File: src/rtl/piso_pkg.sv
// Shared types and defaults for the parallel-in serial-out transmitter.
package piso_pkg;

   localparam int unsigned DW_DEF = 4;

   typedef enum logic [1:0] {
      IDLE  = 2'd0,
      START = 2'd1,
      SHIFT = 2'd2,
      STOP  = 2'd3
   } state_t;

endpackage

File: src/rtl/piso_tx_ctrl_if.sv
// Handshake, strobe and serial-line bundle between a word source and the transmitter.
interface piso_tx_ctrl_if
   import piso_pkg::*;
#(
   parameter int unsigned DW = DW_DEF
);

   logic          tick;
   logic          i_valid;
   logic [DW-1:0] i_data;
   logic          i_ready;
   logic          o_ser;
   logic          o_busy;
   logic          o_done;

   modport master (
      output tick, i_valid, i_data,
      input  i_ready, o_ser, o_busy, o_done
   );

   modport slave (
      input  tick, i_valid, i_data,
      output i_ready, o_ser, o_busy, o_done
   );

endinterface

File: src/rtl/piso_tx_ctrl_bit_cntr.sv
// Data-bit counter: counts 0..DW-1 and flags the last bit of the word.
module bit_cntr
   import piso_pkg::*;
#(
   parameter  int unsigned DW = DW_DEF,
   localparam int unsigned CW = $clog2(DW)
) (
   input  logic clk,
   input  logic rst,
   input  logic clr,
   input  logic inc,
   output logic tc_c
);

   logic [CW-1:0] cnt;

   // Clear wins over increment; holds otherwise.
   always_ff @(posedge clk or negedge rst) begin
      if (!rst) begin
         cnt <= '0;
      end else if (clr) begin
         cnt <= '0;
      end else if (inc) begin
         cnt <= cnt + CW'(1);
      end
   end

   // Terminal count: the bit now on the line is the word's MSB.
   assign tc_c = (cnt == CW'(DW - 1));

endmodule

File: src/rtl/piso_tx_ctrl.sv
// Serializes a DW-bit word as start bit, DW data bits (LSB first), stop bit.
module piso_tx_ctrl
   import piso_pkg::*;
#(
   parameter int unsigned DW = DW_DEF
) (
   input  logic           clk,
   input  logic           rst,
   piso_tx_ctrl_if.slave  bus
);

   state_t        state;
   state_t        state_nxt;
   logic [DW-1:0] sreg;
   logic [DW-1:0] sreg_nxt;
   logic          ser_q;
   logic          ser_nxt;
   logic          done_q;
   logic          done_nxt;
   logic          cnt_clr;
   logic          cnt_inc;
   logic          last_bit_c;

   bit_cntr #(.DW(DW)) u_bit_cntr (
      .clk  (clk),
      .rst  (rst),
      .clr  (cnt_clr),
      .inc  (cnt_inc),
      .tc_c (last_bit_c)
   );

   // State, shift register and registered line outputs.
   always_ff @(posedge clk or negedge rst) begin
      if (!rst) begin
         state  <= IDLE;
         sreg   <= '0;
         ser_q  <= 1'b1;
         done_q <= 1'b0;
      end else begin
         state  <= state_nxt;
         sreg   <= sreg_nxt;
         ser_q  <= ser_nxt;
         done_q <= done_nxt;
      end
   end

   // Next state; the line level is computed for the state being entered.
   always_comb begin
      state_nxt = state;
      sreg_nxt  = sreg;
      ser_nxt   = ser_q;
      done_nxt  = 1'b0;
      cnt_clr   = 1'b0;
      cnt_inc   = 1'b0;
      case (state)
         IDLE: begin
            ser_nxt = 1'b1;
            if (bus.i_valid) begin
               state_nxt = START;
               sreg_nxt  = bus.i_data;
               cnt_clr   = 1'b1;
               ser_nxt   = 1'b0;
            end
         end
         START: begin
            if (bus.tick) begin
               state_nxt = SHIFT;
               ser_nxt   = sreg[0];
            end
         end
         SHIFT: begin
            if (bus.tick) begin
               if (last_bit_c) begin
                  state_nxt = STOP;
                  ser_nxt   = 1'b1;
               end else begin
                  sreg_nxt = sreg >> 1;
                  ser_nxt  = sreg[1];
                  cnt_inc  = 1'b1;
               end
            end
         end
         STOP: begin
            if (bus.tick) begin
               state_nxt = IDLE;
               ser_nxt   = 1'b1;
               done_nxt  = 1'b1;
            end
         end
         default: begin
            state_nxt = IDLE;
            ser_nxt   = 1'b1;
         end
      endcase
   end

   // Handshake and busy decode straight from state so reset clears them at once.
   assign bus.i_ready = (state == IDLE);
   assign bus.o_busy  = (state != IDLE);
   assign bus.o_ser   = ser_q;
   assign bus.o_done  = done_q;

endmodule

File: src/flat_wrapper.sv
// flat-port wrapper written by rule: the top's interface ports become plain ports
module piso_tx_ctrl_flat import piso_pkg::*;
#(
   parameter int unsigned DW = DW_DEF
)
  (clk, rst, bus_tick, bus_i_valid, bus_i_data, bus_i_ready, bus_o_ser, bus_o_busy, bus_o_done);
  piso_tx_ctrl_if #(.DW(DW)) bus_i ();
  input  logic clk;
  input  logic rst;
  input wire logic [$bits(bus_i.tick)-1:0] bus_tick;
  input wire logic [$bits(bus_i.i_valid)-1:0] bus_i_valid;
  input wire logic [$bits(bus_i.i_data)-1:0] bus_i_data;
  output wire logic [$bits(bus_i.i_ready)-1:0] bus_i_ready;
  output wire logic [$bits(bus_i.o_ser)-1:0] bus_o_ser;
  output wire logic [$bits(bus_i.o_busy)-1:0] bus_o_busy;
  output wire logic [$bits(bus_i.o_done)-1:0] bus_o_done;
  assign bus_i.tick = bus_tick;
  assign bus_i.i_valid = bus_i_valid;
  assign bus_i.i_data = bus_i_data;
  assign bus_i_ready = bus_i.i_ready;
  assign bus_o_ser = bus_i.o_ser;
  assign bus_o_busy = bus_i.o_busy;
  assign bus_o_done = bus_i.o_done;
  piso_tx_ctrl #(.DW(DW)) u_core (.clk(clk), .rst(rst), .bus(bus_i));
endmodule
File: config.mk
export PLATFORM = sky130hd
export DESIGN_NAME = piso_tx_ctrl_flat
export DESIGN_NICKNAME = d
export VERILOG_FILES = /design/src/rtl/piso_pkg.sv /design/src/rtl/piso_tx_ctrl_if.sv /design/src/rtl/piso_tx_ctrl_bit_cntr.sv /design/src/rtl/piso_tx_ctrl.sv /design/src/flat_wrapper.sv
export SDC_FILE = /design/constraint.sdc
export NUM_CORES = 1
export LEC_CHECK = 0
export BUFFER_PORTS_ARGS = -buffer_cell sky130_fd_sc_hd__buf_2
export CAP_MARGIN = 20
export CELL_PAD_IN_SITES_DETAIL_PLACEMENT = 1
export CELL_PAD_IN_SITES_GLOBAL_PLACEMENT = 1
export CORE_MARGIN = 2
export CORE_UTILIZATION = 41
export CTS_CLUSTER_DIAMETER = 100
export DETAILED_ROUTE_END_ITERATION = 8
export GPL_TIMING_DRIVEN = 0
export PLACE_DENSITY_LB_ADDON = 0.12
export SETUP_SLACK_MARGIN = 0.02
export SYNTH_ARGS = -nofsm -noshare
export SYNTH_HDL_FRONTEND = slang
export SYNTH_SLANG_ARGS = --single-unit
File: constraint.sdc
create_clock -name clk -period 1.8 [get_ports clk]
set_input_delay 0.36 -clock clk [delete_from_list [all_inputs] [get_ports clk]]
set_output_delay 0.36 -clock clk [all_outputs]
set_load 0.1 [all_outputs]
### After elaboration in Yosys (flattened, before gate mapping)

Cells that the tools add are included.

| operators by class | value |
|---|---|
| add/sub/neg operators | 1 |
| multiply operators | 0 |
| divide/modulo/power cells | 0 |
| $lt $le $gt $ge | 0 |
| eq/ne operators | 10 |
| shifts and indexed selects | 0 |
| multiplexer cells | 25 |
| bitwise operators | 0 |
| reductions and logical operators | 7 |

Operators by type and width:

| kind | count |
|---|---|
| 2-bit two-way mux | 7 |
| 1-bit two-way mux | 12 |
| 4-bit two-way mux | 3 |
| 2-bit inequality test, second input constant | 5 |
| 2-bit one-hot mux with 4 select lines | 1 |
| 4-bit one-hot mux with 2 select lines | 1 |
| 2-bit == test, second input constant | 3 |
| 2-bit nonzero test | 3 |
| 5-bit AND reduction | 1 |
| 1-bit one-hot mux with 4 select lines | 1 |
| 4-bit AND reduction | 1 |
| 3-bit AND reduction | 1 |
| 2-bit by 1-bit adder with 2-bit output, second input constant | 1 |
| 2-bit by 1-bit == test with 1-bit output, second input constant | 1 |
| 2-bit logical NOT | 1 |
| 2-bit by 1-bit inequality test with 1-bit output, second input constant | 1 |

| word-level totals | value |
|---|---|
| bits in registers | 10 |
| latch bits | 0 |
| bits in writable memories | 0 |
| bits in read-only memories | 0 |
| bits of input ports | 8 |
| logic and storage cells | 48 |
| memories | 0 |

### Depth between registers and ports, before layout

| depth | value |
|---|---|
| depth in word-level cells | 6 |
| depth in mapped cells | 6 |
| mapped depth without buffers | 5 |

### Cells and area by module

A second synthesis with hierarchy kept.

| unflattened totals | value |
|---|---|
| cell total of the unflattened synthesis | 52 |
| area, all modules | 624.3 um2 |

Modules (own cells, without submodules):

| module | times used | cells each | area an instance (um2) | seq. area each (um2) |
|---|---|---|---|---|
| piso_tx_ctrl | 1 | 45 | 535.5 | 201.4 |
| bit_cntr | 1 | 7 | 88.8 | 50.0 |

### Least setup slack after synthesis

Ideal clock, no wire load.

| path | value |
|---|---|
| path kind | register -> output |
| start point | register u_core.state[0] |
| end point | output port bus_o_busy |
| data arrival time | 2,104 ps |
| data required time | 1,440 ps |
| setup slack | -664 ps |
| cell stages (with the launch flop) | 4 |
| buffers on the path | 0 |
| cell sequence | dfrtp_1 inv_1 ha_1 inv_1 |

| between the ends | value |
|---|---|
| cells in the longest elaborated chain, start to end | 1 |

RTL lines:

| item | RTL line | source |
|---|---|---|
| from (decl) | piso_tx_ctrl.sv:12 | `state_t state;` |
| from (signal assigned) | piso_tx_ctrl.sv:40 | `state <= state_nxt;` |
| 2-bit nonzero test | piso_tx_ctrl.sv:99 | `assign bus.o_busy = (state != IDLE);` |
| to (decl) | flat_wrapper.sv:15 | `output wire logic [$bits(bus_i.o_busy)-1:0] bus_o_busy;` |

No other way between the ends.

### Worst setup path in the final report

| path | value |
|---|---|
| start point | register u_core.state[1] |
| end point | output port bus_o_busy |

Same word-level chain as after synthesis.

==> reports/results.txt <==
CTS H-tree lvls: 1
library cells used by synthesis: 21
CP Capture Type: output pin
final net count: 83
Post-Route Skew: 3.794 ps
Vias/cell: 5.229
largest net degree at the start of global routing: 11
syn avg cell area: 12.81 sq um
CTS Buffer Depth: 2
highest clock rate: 599.0 MHz
worst slew pin tran: 483.4 ps
GPL Wtd Cong: 0.6619
Detail Placement HPWL: 914 um
CTS tree: done
Hold Vio Cnt, Final: 0
share of layout cells above drive strength 1: 49.25%
met3 wire length: 43 um
DR top layer: met3
DRC errors left: 0
Detail Route Antenna Nets: 0
setup violators final: 0
clock-pin slew on the worst setup and hold paths: 70 ps
Total GRT Usage: 15.58%
Root Buffer: clkbuf_4
Starting Density: 43.03%
asr flop ratio synth: 100.0%
RSZ-0062 raised after global routing: false
DIE AREA: 0.001895 sq mm
pre-CTS worst setup slack: 79.49 ps
GRT overflow: 0
critical path arrival: 1310 ps
Finished Layout Cells: 83
worst skew pair latency: 260 ps
most frequent cells in the layout: buf_2, dfrtp_1, ha_1, mux2_4, mux2_2
Seq/Total Area, Yosys: 39.26%
Setup crit start kind: flip-flop
width of the die: 43.53 um
drt wl/cell: 13.80 um
Worst Slack Setup Final: 130.6 ps
# diodes: 0
Cells after Synth: 50
TNS Setup: 0 ps
crit-path max cell delay: 430 ps
met2 WL: 575 um
crit-path cells: inv_2 -> ha_4 -> clkinvlp_4 -> buf_4
worst hold path type: input pin to flip-flop
critical path data required time: 1440 ps
Synth-to-Final Area Change: 21.88%
Core Rows: 14
clk sinks: 10
vias in the first global route: 441
TritonRoute pass-1 iters: 4
Yosys reg bits: 10
Crit-path slowest cell: dfrtp_1
initial antenna violation count: 0
YS warnings: 0
core area: 0.001489 sq mm
Max-Cap Viols: 0
vias after detailed routing: 434
Crit path max-delay family: flip-flops
worst-path fanout max: 7
fin. max-slew vios: 0
worst path bufs/invs: 3
Cells after DPL: 77
CTS Buf Count: 3
Most used DFF post-synth: dfrtp_1
Post-Route M1 WL: 527 um
minimum clock period: 1669 ps
outcome: completed
Chip Height: 43.53 um
first-iteration detailed-routing DRC count: 1
Mapped Nets: 65
Setup CP Type: flip-flop to output pin
Rel. slew slack: 67.99%
fill cell count: 168
Cell Area, Synth: 640.6 sq um
Final Cycle Share: 92.75%
final WL: 1145 um
EDFF count, synth: 0
first-pass GRT wire length: 2056 um
I/O Pins: 12
# port buffers: 11
stage by stage:
step	utilization, %	cell area, sq um	hold slack, ps
6_report	52.44	780.7	341.3
5_1_grt	52.44	780.7	351.9
3_5_place_dp	49.16	732.0	238.6
2_1_floorplan	-	656.9	64.41
3_3_place_gp	49.16	732.0	233.5
4_1_cts	51.93	773.2	332.6
flip-flops by register name (all words and copies together) (netlist names):
signal                 flops
u_core.sreg                4
u_core.state               2
u_core.u_bit_cntr.cnt      2
u_core.bus.o_done          1
u_core.bus.o_ser           1
cell families after synthesis:
logic type,Yosys count,synth area share [%]
multiplexers,10,19.53
flip-flops,10,39.26
AO/OA/AOI/OAI,8,10.74
AND/OR/NAND/NOR,8,10.74
adder cells (fa/ha/maj),7,13.67
buffers and inverters,6,4.688
XOR/XNOR,1,1.367
final cells by class:
class / count / area (sq um) / share of cell area, %
sequential: 10 / 251.5 / 32.21
multi-input combinational: 34 / 371.6 / 47.60
inverter: 5 / 22.52 / 2.885
tap: 16 / 20.02 / 2.564
clock buffer: 4 / 26.28 / 3.365
timing repair buffer: 13 / 77.57 / 9.936
buffer: 1 / 11.26 / 1.442
final timing paths:
check | start | end | slack, ps | cells after the start
setup / recovery | u_core.state[1] | bus_o_busy | 130 | 4
max in group asynchronous | rst | u_core.bus.o_ser | 1050 | 2
setup reg to reg | u_core.state[0] | u_core.sreg[1] | 150 | 6
hold / removal | bus_i_valid | u_core.u_bit_cntr.cnt[1] | 340 | 2
hold reg to reg | u_core.sreg[2] | u_core.sreg[2] | 520 | 1
min in group asynchronous | rst | u_core.sreg[0] | 490 | 2
synthesized netlist by cell type (2+ instances only):
| cell | count | area share [%] |
|---|---|---|
| a21oi_1 | 2 | 1.6 |
| dfrtp_1 | 9 | 35 |
| ha_1 | 7 | 14 |
| inv_1 | 5 | 2.9 |
| mux2_2 | 4 | 7.0 |
| mux2_4 | 4 | 9.4 |
| mux2i_1 | 2 | 3.1 |
| nand2b_1 | 2 | 2.0 |
| nor2_1 | 2 | 1.2 |
| o21ai_0 | 2 | 1.6 |
what timing repair did:
action / CTS / global route
endpoints found under the hold margin: 9 / 0
setup buffers: 0 / 1
gates resized for setup: 2 / 1
cloned: 0 / 0
setup endpoints to repair: 2 / 6
pin swaps: 0 / 1
hold buffers: 1 / 0
layer usage:
layer	vias up	track usage, %
li1	207	-
met1	221	19.74
met2	6	23.88
met3	0	6.667
met4	0	5.455
met5	-	0
Power is left out: the tool's default activity adds up to more than one toggle a clock period on the data nets, which glitch-free logic cannot reach.
